<file path="src/rtl/plic_irq_pkg.sv">
// Shared definitions for the PLIC interrupt front-end: filter width default,
// counter type and the level/edge mode encoding used by PLIC integration.
package plic_irq_pkg;

  localparam int unsigned FILT_W_DEFAULT = 4;

  typedef logic [FILT_W_DEFAULT-1:0] filt_cnt_t;

  localparam logic LE_LEVEL = 1'b0;
  localparam logic LE_EDGE  = 1'b1;

endpackage

</file>
<file path="src/rtl/plic_irq_conditioner_if.sv">
// Bundle of per-source interrupt lines, configuration and conditioned outputs
// between the device side and the PLIC front-end.
interface plic_irq_conditioner_if
  import plic_irq_pkg::*;
#(
  parameter int unsigned N_SOURCE = 30,
  parameter int unsigned FILT_W   = FILT_W_DEFAULT
);

  logic [N_SOURCE-1:0] irq_raw_i;
  logic [N_SOURCE-1:0] pol_i;
  logic [N_SOURCE-1:0] le_cfg_i;
  logic [FILT_W-1:0]   filt_cyc_i;
  logic [N_SOURCE-1:0] irq_o;
  logic [N_SOURCE-1:0] le_o;

  modport master (
    output irq_raw_i, pol_i, le_cfg_i, filt_cyc_i,
    input  irq_o, le_o
  );

  modport slave (
    input  irq_raw_i, pol_i, le_cfg_i, filt_cyc_i,
    output irq_o, le_o
  );

endinterface

</file>
<file path="src/rtl/plic_irq_filter.sv">
// One interrupt source: synchroniser, polarity correction, stability filter
// and level/edge output former.
module plic_irq_filter
  import plic_irq_pkg::*;
#(
  parameter int unsigned SYNC_STAGES = 2,
  parameter int unsigned FILT_W      = FILT_W_DEFAULT
) (
  input  logic              clk_i,
  input  logic              rst_ni,
  input  logic              raw_i,
  input  logic              pol_i,
  input  logic              le_i,
  input  logic [FILT_W-1:0] filt_cyc_i,
  output logic              irq_o
);

  logic [SYNC_STAGES-1:0] sync_q;
  logic                   s;
  logic                   f_q;
  logic                   f_d_q;
  logic [FILT_W-1:0]      cnt_q;

  // Reset preloads the polarity so an idle active-low line reads inactive.
  always_ff @(posedge clk_i) begin
    if (!rst_ni) begin
      sync_q <= {SYNC_STAGES{pol_i}};
    end else begin
      sync_q <= {sync_q[SYNC_STAGES-2:0], raw_i};
    end
  end

  assign s = sync_q[SYNC_STAGES-1] ^ pol_i;

  always_ff @(posedge clk_i) begin
    if (!rst_ni) begin
      f_q   <= 1'b0;
      f_d_q <= 1'b0;
      cnt_q <= '0;
    end else begin
      f_d_q <= f_q;
      if (s == f_q) begin
        cnt_q <= '0;
      end else if (cnt_q >= filt_cyc_i) begin
        f_q   <= s;
        cnt_q <= '0;
      end else begin
        cnt_q <= cnt_q + {{(FILT_W-1){1'b0}}, 1'b1};
      end
    end
  end

  assign irq_o = (le_i == LE_EDGE) ? (f_q & ~f_d_q) : f_q;

endmodule

</file>
<file path="src/rtl/plic_irq_conditioner.sv">
// PLIC interrupt front-end: one filter per source plus the registered mode
// vector, so mode and data reach the PLIC on the same clock boundary.
module plic_irq_conditioner
  import plic_irq_pkg::*;
#(
  parameter int unsigned N_SOURCE    = 30,
  parameter int unsigned SYNC_STAGES = 2,
  parameter int unsigned FILT_W      = FILT_W_DEFAULT
) (
  input  logic                          clk_i,
  input  logic                          rst_ni,
  plic_irq_conditioner_if.slave         bus
);

  logic [N_SOURCE-1:0] le_q;
  logic [N_SOURCE-1:0] irq_w;

  always_ff @(posedge clk_i) begin
    if (!rst_ni) begin
      le_q <= '0;
    end else begin
      le_q <= bus.le_cfg_i;
    end
  end

  for (genvar k = 0; k < N_SOURCE; k++) begin : g_src
    plic_irq_filter #(
      .SYNC_STAGES (SYNC_STAGES),
      .FILT_W      (FILT_W)
    ) u_filter (
      .clk_i      (clk_i),
      .rst_ni     (rst_ni),
      .raw_i      (bus.irq_raw_i[k]),
      .pol_i      (bus.pol_i[k]),
      .le_i       (le_q[k]),
      .filt_cyc_i (bus.filt_cyc_i),
      .irq_o      (irq_w[k])
    );
  end

  assign bus.le_o  = le_q;
  assign bus.irq_o = irq_w;

endmodule

</file>
<file path="src/flat_wrapper.sv">
// flat-port wrapper written by rule: the top's interface ports become plain ports
module plic_irq_conditioner_flat import plic_irq_pkg::*;
#(
  parameter int unsigned N_SOURCE    = 30,
  parameter int unsigned SYNC_STAGES = 2,
  parameter int unsigned FILT_W      = FILT_W_DEFAULT
)
  (clk_i, rst_ni, bus_irq_raw_i, bus_pol_i, bus_le_cfg_i, bus_filt_cyc_i, bus_irq_o, bus_le_o);
  plic_irq_conditioner_if #(.N_SOURCE(N_SOURCE), .FILT_W(FILT_W)) bus_i ();
  input  logic clk_i;
  input  logic rst_ni;
  input wire logic [$bits(bus_i.irq_raw_i)-1:0] bus_irq_raw_i;
  input wire logic [$bits(bus_i.pol_i)-1:0] bus_pol_i;
  input wire logic [$bits(bus_i.le_cfg_i)-1:0] bus_le_cfg_i;
  input wire logic [$bits(bus_i.filt_cyc_i)-1:0] bus_filt_cyc_i;
  output wire logic [$bits(bus_i.irq_o)-1:0] bus_irq_o;
  output wire logic [$bits(bus_i.le_o)-1:0] bus_le_o;
  assign bus_i.irq_raw_i = bus_irq_raw_i;
  assign bus_i.pol_i = bus_pol_i;
  assign bus_i.le_cfg_i = bus_le_cfg_i;
  assign bus_i.filt_cyc_i = bus_filt_cyc_i;
  assign bus_irq_o = bus_i.irq_o;
  assign bus_le_o = bus_i.le_o;
  plic_irq_conditioner #(.N_SOURCE(N_SOURCE), .SYNC_STAGES(SYNC_STAGES), .FILT_W(FILT_W)) u_core (.clk_i(clk_i), .rst_ni(rst_ni), .bus(bus_i));
endmodule
</file>
<file path="config.mk">
export PLATFORM = sky130hd
export DESIGN_NAME = plic_irq_conditioner_flat
export DESIGN_NICKNAME = d
export VERILOG_FILES = /design/src/rtl/plic_irq_pkg.sv /design/src/rtl/plic_irq_conditioner_if.sv /design/src/rtl/plic_irq_filter.sv /design/src/rtl/plic_irq_conditioner.sv /design/src/flat_wrapper.sv
export SDC_FILE = /design/constraint.sdc
export NUM_CORES = 1
export LEC_CHECK = 0
export CAP_MARGIN = 20
export CORE_MARGIN = 3
export CORE_UTILIZATION = 55
export DETAILED_ROUTE_END_ITERATION = 16
export GPL_TIMING_DRIVEN = 0
export PLACE_DENSITY_LB_ADDON = 0.1
export SLEW_MARGIN = 10
export SYNTH_ARGS = -nofsm -noshare
export SYNTH_HDL_FRONTEND = slang
export SYNTH_SLANG_ARGS = --single-unit
</file>
<file path="constraint.sdc">
create_clock -name clk_i -period 6.49 [get_ports clk_i]
set_clock_uncertainty 0.05 [all_clocks]
set_input_delay 1.947 -clock clk_i [delete_from_list [all_inputs] [get_ports clk_i]]
set_output_delay 1.947 -clock clk_i [all_outputs]
set_load 0.01 [all_outputs]
</file>
==> impl_metrics.json <==
{
  "status": "finished clean",
  "path_cells": "a21boi_0 > buf_4 > clkdlybuf4s50_1",
  "synth_area_mm2": 0.0133,
  "routedWlPerCell_um": 15.0,
  "die-area_mm2": 0.0260,
  "ys_seq_area_share_pct": 40.7,
  "p_leak_nw": 7.11,
  "grt_max_degree": 26,
  "cts_buffer_depth": 3,
  "cts.sinks": 270,
  "dp_hpwl_um": 19300,
  "cts-hold-fix-buffers": 0,
  "final-hold-violation-count": 0,
  "clk_pin_slew_ns": 0.06,
  "port_buffers": 155,
  "ant_nets": 0,
  "nFillCells": 1813,
  "finalCritPeriodShare_pct": 59.5,
  "max_slew.worst_pin.slew_ns": 0.810,
  "ys_ff_latch": 270,
  "die_w_um": 161,
  "postSynthCellCount": 1292,
  "area_growth_pct": 22.9,
  "cpLargestDelayFamily": "buffers and inverters",
  "post-route-util_pct": 69.1,
  "wl_um": 27400,
  "post_cts_buffers": 0,
  "pin_count": 156,
  "powerDensity_mw_per_mm2": 263,
  "required_ns": 4.49,
  "cp-start-kind": "flip-flop",
  "fin_cells": 1823,
  "slowest_delay_ns": 0.54,
  "relSlewSlack_pct": 46.0,
  "cts_root_buffer": "clkbuf_16",
  "diodes": 0,
  "slowest_stage": "clkdlybuf4s50_1",
  "dp.cells": 1770,
  "grt_setup_unrepaired": "no",
  "ys.warnings.count": 0,
  "fin_crit_ns": 3.86,
  "gp_congestion": 0.791,
  "overflow": 0,
  "power_mw": 4.28,
  "critical_path_class": "flip-flop to output pin",
  "via_count": 9147,
  "fp.dieH_um": 161,
  "grt_pass1_vias": 9330,
  "grt_util_all_layers_pct": 21.5,
  "fmax_mhz": 259,
  "ctsHtreeMaxLevel": 1,
  "antenna_found_initial": 0,
  "dr.pass1.iters": 4,
  "hp-class": "flip-flop to flip-flop",
  "cts-resized-gates": 0,
  "avgViaCountPerCell": 5.02,
  "avgSynthCellArea_um2": 10.3,
  "multi_input_area_mm2": 0.00707,
  "cts_tree": "yes",
  "drc": 0,
  "rows": 56,
  "start_util_pct": 56.2,
  "seq_area_mm2": 0.00541,
  "drtIter0Drc": 315,
  "drive_above_1_share_pct": 14.6,
  "synth.net_count": 1538,
  "endpoint_kind": "output pin",
  "synth_cell_types": 22,
  "finalSetupViolCount": 0,
  "slew_violations": 0,
  "peakVddDrop_v": 0.000182,
  "clkLatencyLatePin_ns": 0.55,
  "numCtsBuffers": 29,
  "core_area_mm2": 0.0236,
  "nets": 1728,
  "path_max_fanout": 3,
  "grt_pass1_wl_um": 46100,
  "crit_buf_inv": 2,
  "tns_ns": 0,
  "cp.arrival_ns": 1.86,
  "drv_cap": 0
}
[worst min-delay path, stage by stage (launching register included)]
cell and delay [ns]:
dfxtp_1 0.30, nand2_1 0.04, nand2_1 0.05
[cell families after synthesis]
family	Yosys count	synth area share, %
compound gates	180	15.5
xor+xnor	120	7.92
fa+ha+maj	150	14.1
buf+inv	146	6.03
flops	270	40.7
simple gates	426	15.7
[sequential cells by signal, summed over array words and instances (netlist names)]
signal,flops
u_core.bus.le_o,30
u_core.g_src.u_filter.f_q,30
u_core.g_src.u_filter.sync_q,60
u_core.g_src.u_filter.f_d_q,30
u_core.g_src.u_filter.cnt_q,120
[synth_stat cells]
cell type,count,share of area (%)
a2111oi_4,30,6.2
a21boi_0,30,1.7
and2_1,60,2.8
buf_2,10,0.38
buf_4,62,3.5
clkbuf_1,8,0.23
clkbuf_4,2,0.11
dfxtp_1,270,41
ha_1,150,14
inv_1,63,1.8
inv_2,1,0.028
nand2_1,156,4.4
nand2b_4,30,3.1
nand3_1,30,1.1
nor2_1,150,4.2
o211ai_2,30,2.8
o21a_1,30,1.7
o21ai_0,30,1.1
o31ai_1,6,0.34
o41ai_1,24,1.6
xnor2_1,78,5.1
xor2_1,42,2.8
[per-layer routing]
| metal | up-vias | part of all wire, % | track usage, % |
|---|---|---|---|
| met5 | - | 0 | 0 |
| met1 | 4279 | 46 | 28.4 |
| met2 | 163 | 47 | 37.2 |
| met4 | 0 | 1.7 | 5.08 |
| li1 | 4673 | - | - |
| met3 | 32 | 4.5 | 3.15 |
[cell type report]
type                            instances  share of cell area [%]
Clock buffer                           42                    5.18
Inverter                               64                    1.47
Sequential cell                       270                    33.1
Tap cell                              319                    2.45
Multi-Input combinational cell        876                    43.3
Timing Repair Buffer                  159                    10.0
Buffer                                 82                    3.44
Clock inverter                         11                   0.974
[placed cells by master, fill, tap and decap left out, types with 7 or more instances in the layout]
cell,Yosys,final
nand3_1,30,30
o21ai_0,30,30
xnor2_1,78,78
and2_1,60,60
inv_1,63,60
clkdlybuf4s50_1,0,154
nand2_1,156,156
a2111oi_4,30,30
clkbuf_8,0,7
clkbuf_1,8,14
nor2_1,150,150
o211ai_2,30,30
o41ai_1,24,24
buf_2,10,11
xor2_1,42,42
o21a_1,30,30
nand2b_4,30,30
ha_1,150,150
clkbuf_16,0,29
dfxtp_1,270,270
buf_4,62,62
a21boi_0,30,30
[path summary, 6_finish.rpt]
path,from,slack (ns),cells past startpoint,to
setup reg to reg,u_core.g_src[11].u_filter.cnt_q[0],4.77,6,u_core.g_src[11].u_filter.cnt_q[2]
setup / recovery,u_core.g_src[1].u_filter.f_q,2.63,3,bus_irq_o[1]
hold / removal,u_core.g_src[6].u_filter.sync_q[0],0.37,2,u_core.g_src[6].u_filter.sync_q[1]
hold reg to reg,u_core.g_src[6].u_filter.sync_q[0],0.37,2,u_core.g_src[6].u_filter.sync_q[1]
[stage by stage]
step	setup WS [ns]	hold WS, ns	cell area, µm²
6_report	2.63	0.369	16300
5_1_grt	2.55	0.393	16300
4_1_cts	2.59	0.370	16300
3_5_place_dp	2.51	0.361	15300
3_3_place_gp	1.32	0.356	15200
2_1_floorplan	2.92	0.353	13300
[power by group]
group | internal (mW) | switching [mW] | total [mW] | leakage (nW)
combinational | 0.399 | 0.339 | 0.738 | 4.39
clock | 1.06 | 0.662 | 1.72 | 0.499
sequential | 1.76 | 0.0685 | 1.83 | 2.22
Power figures use the tool's default switching activity.
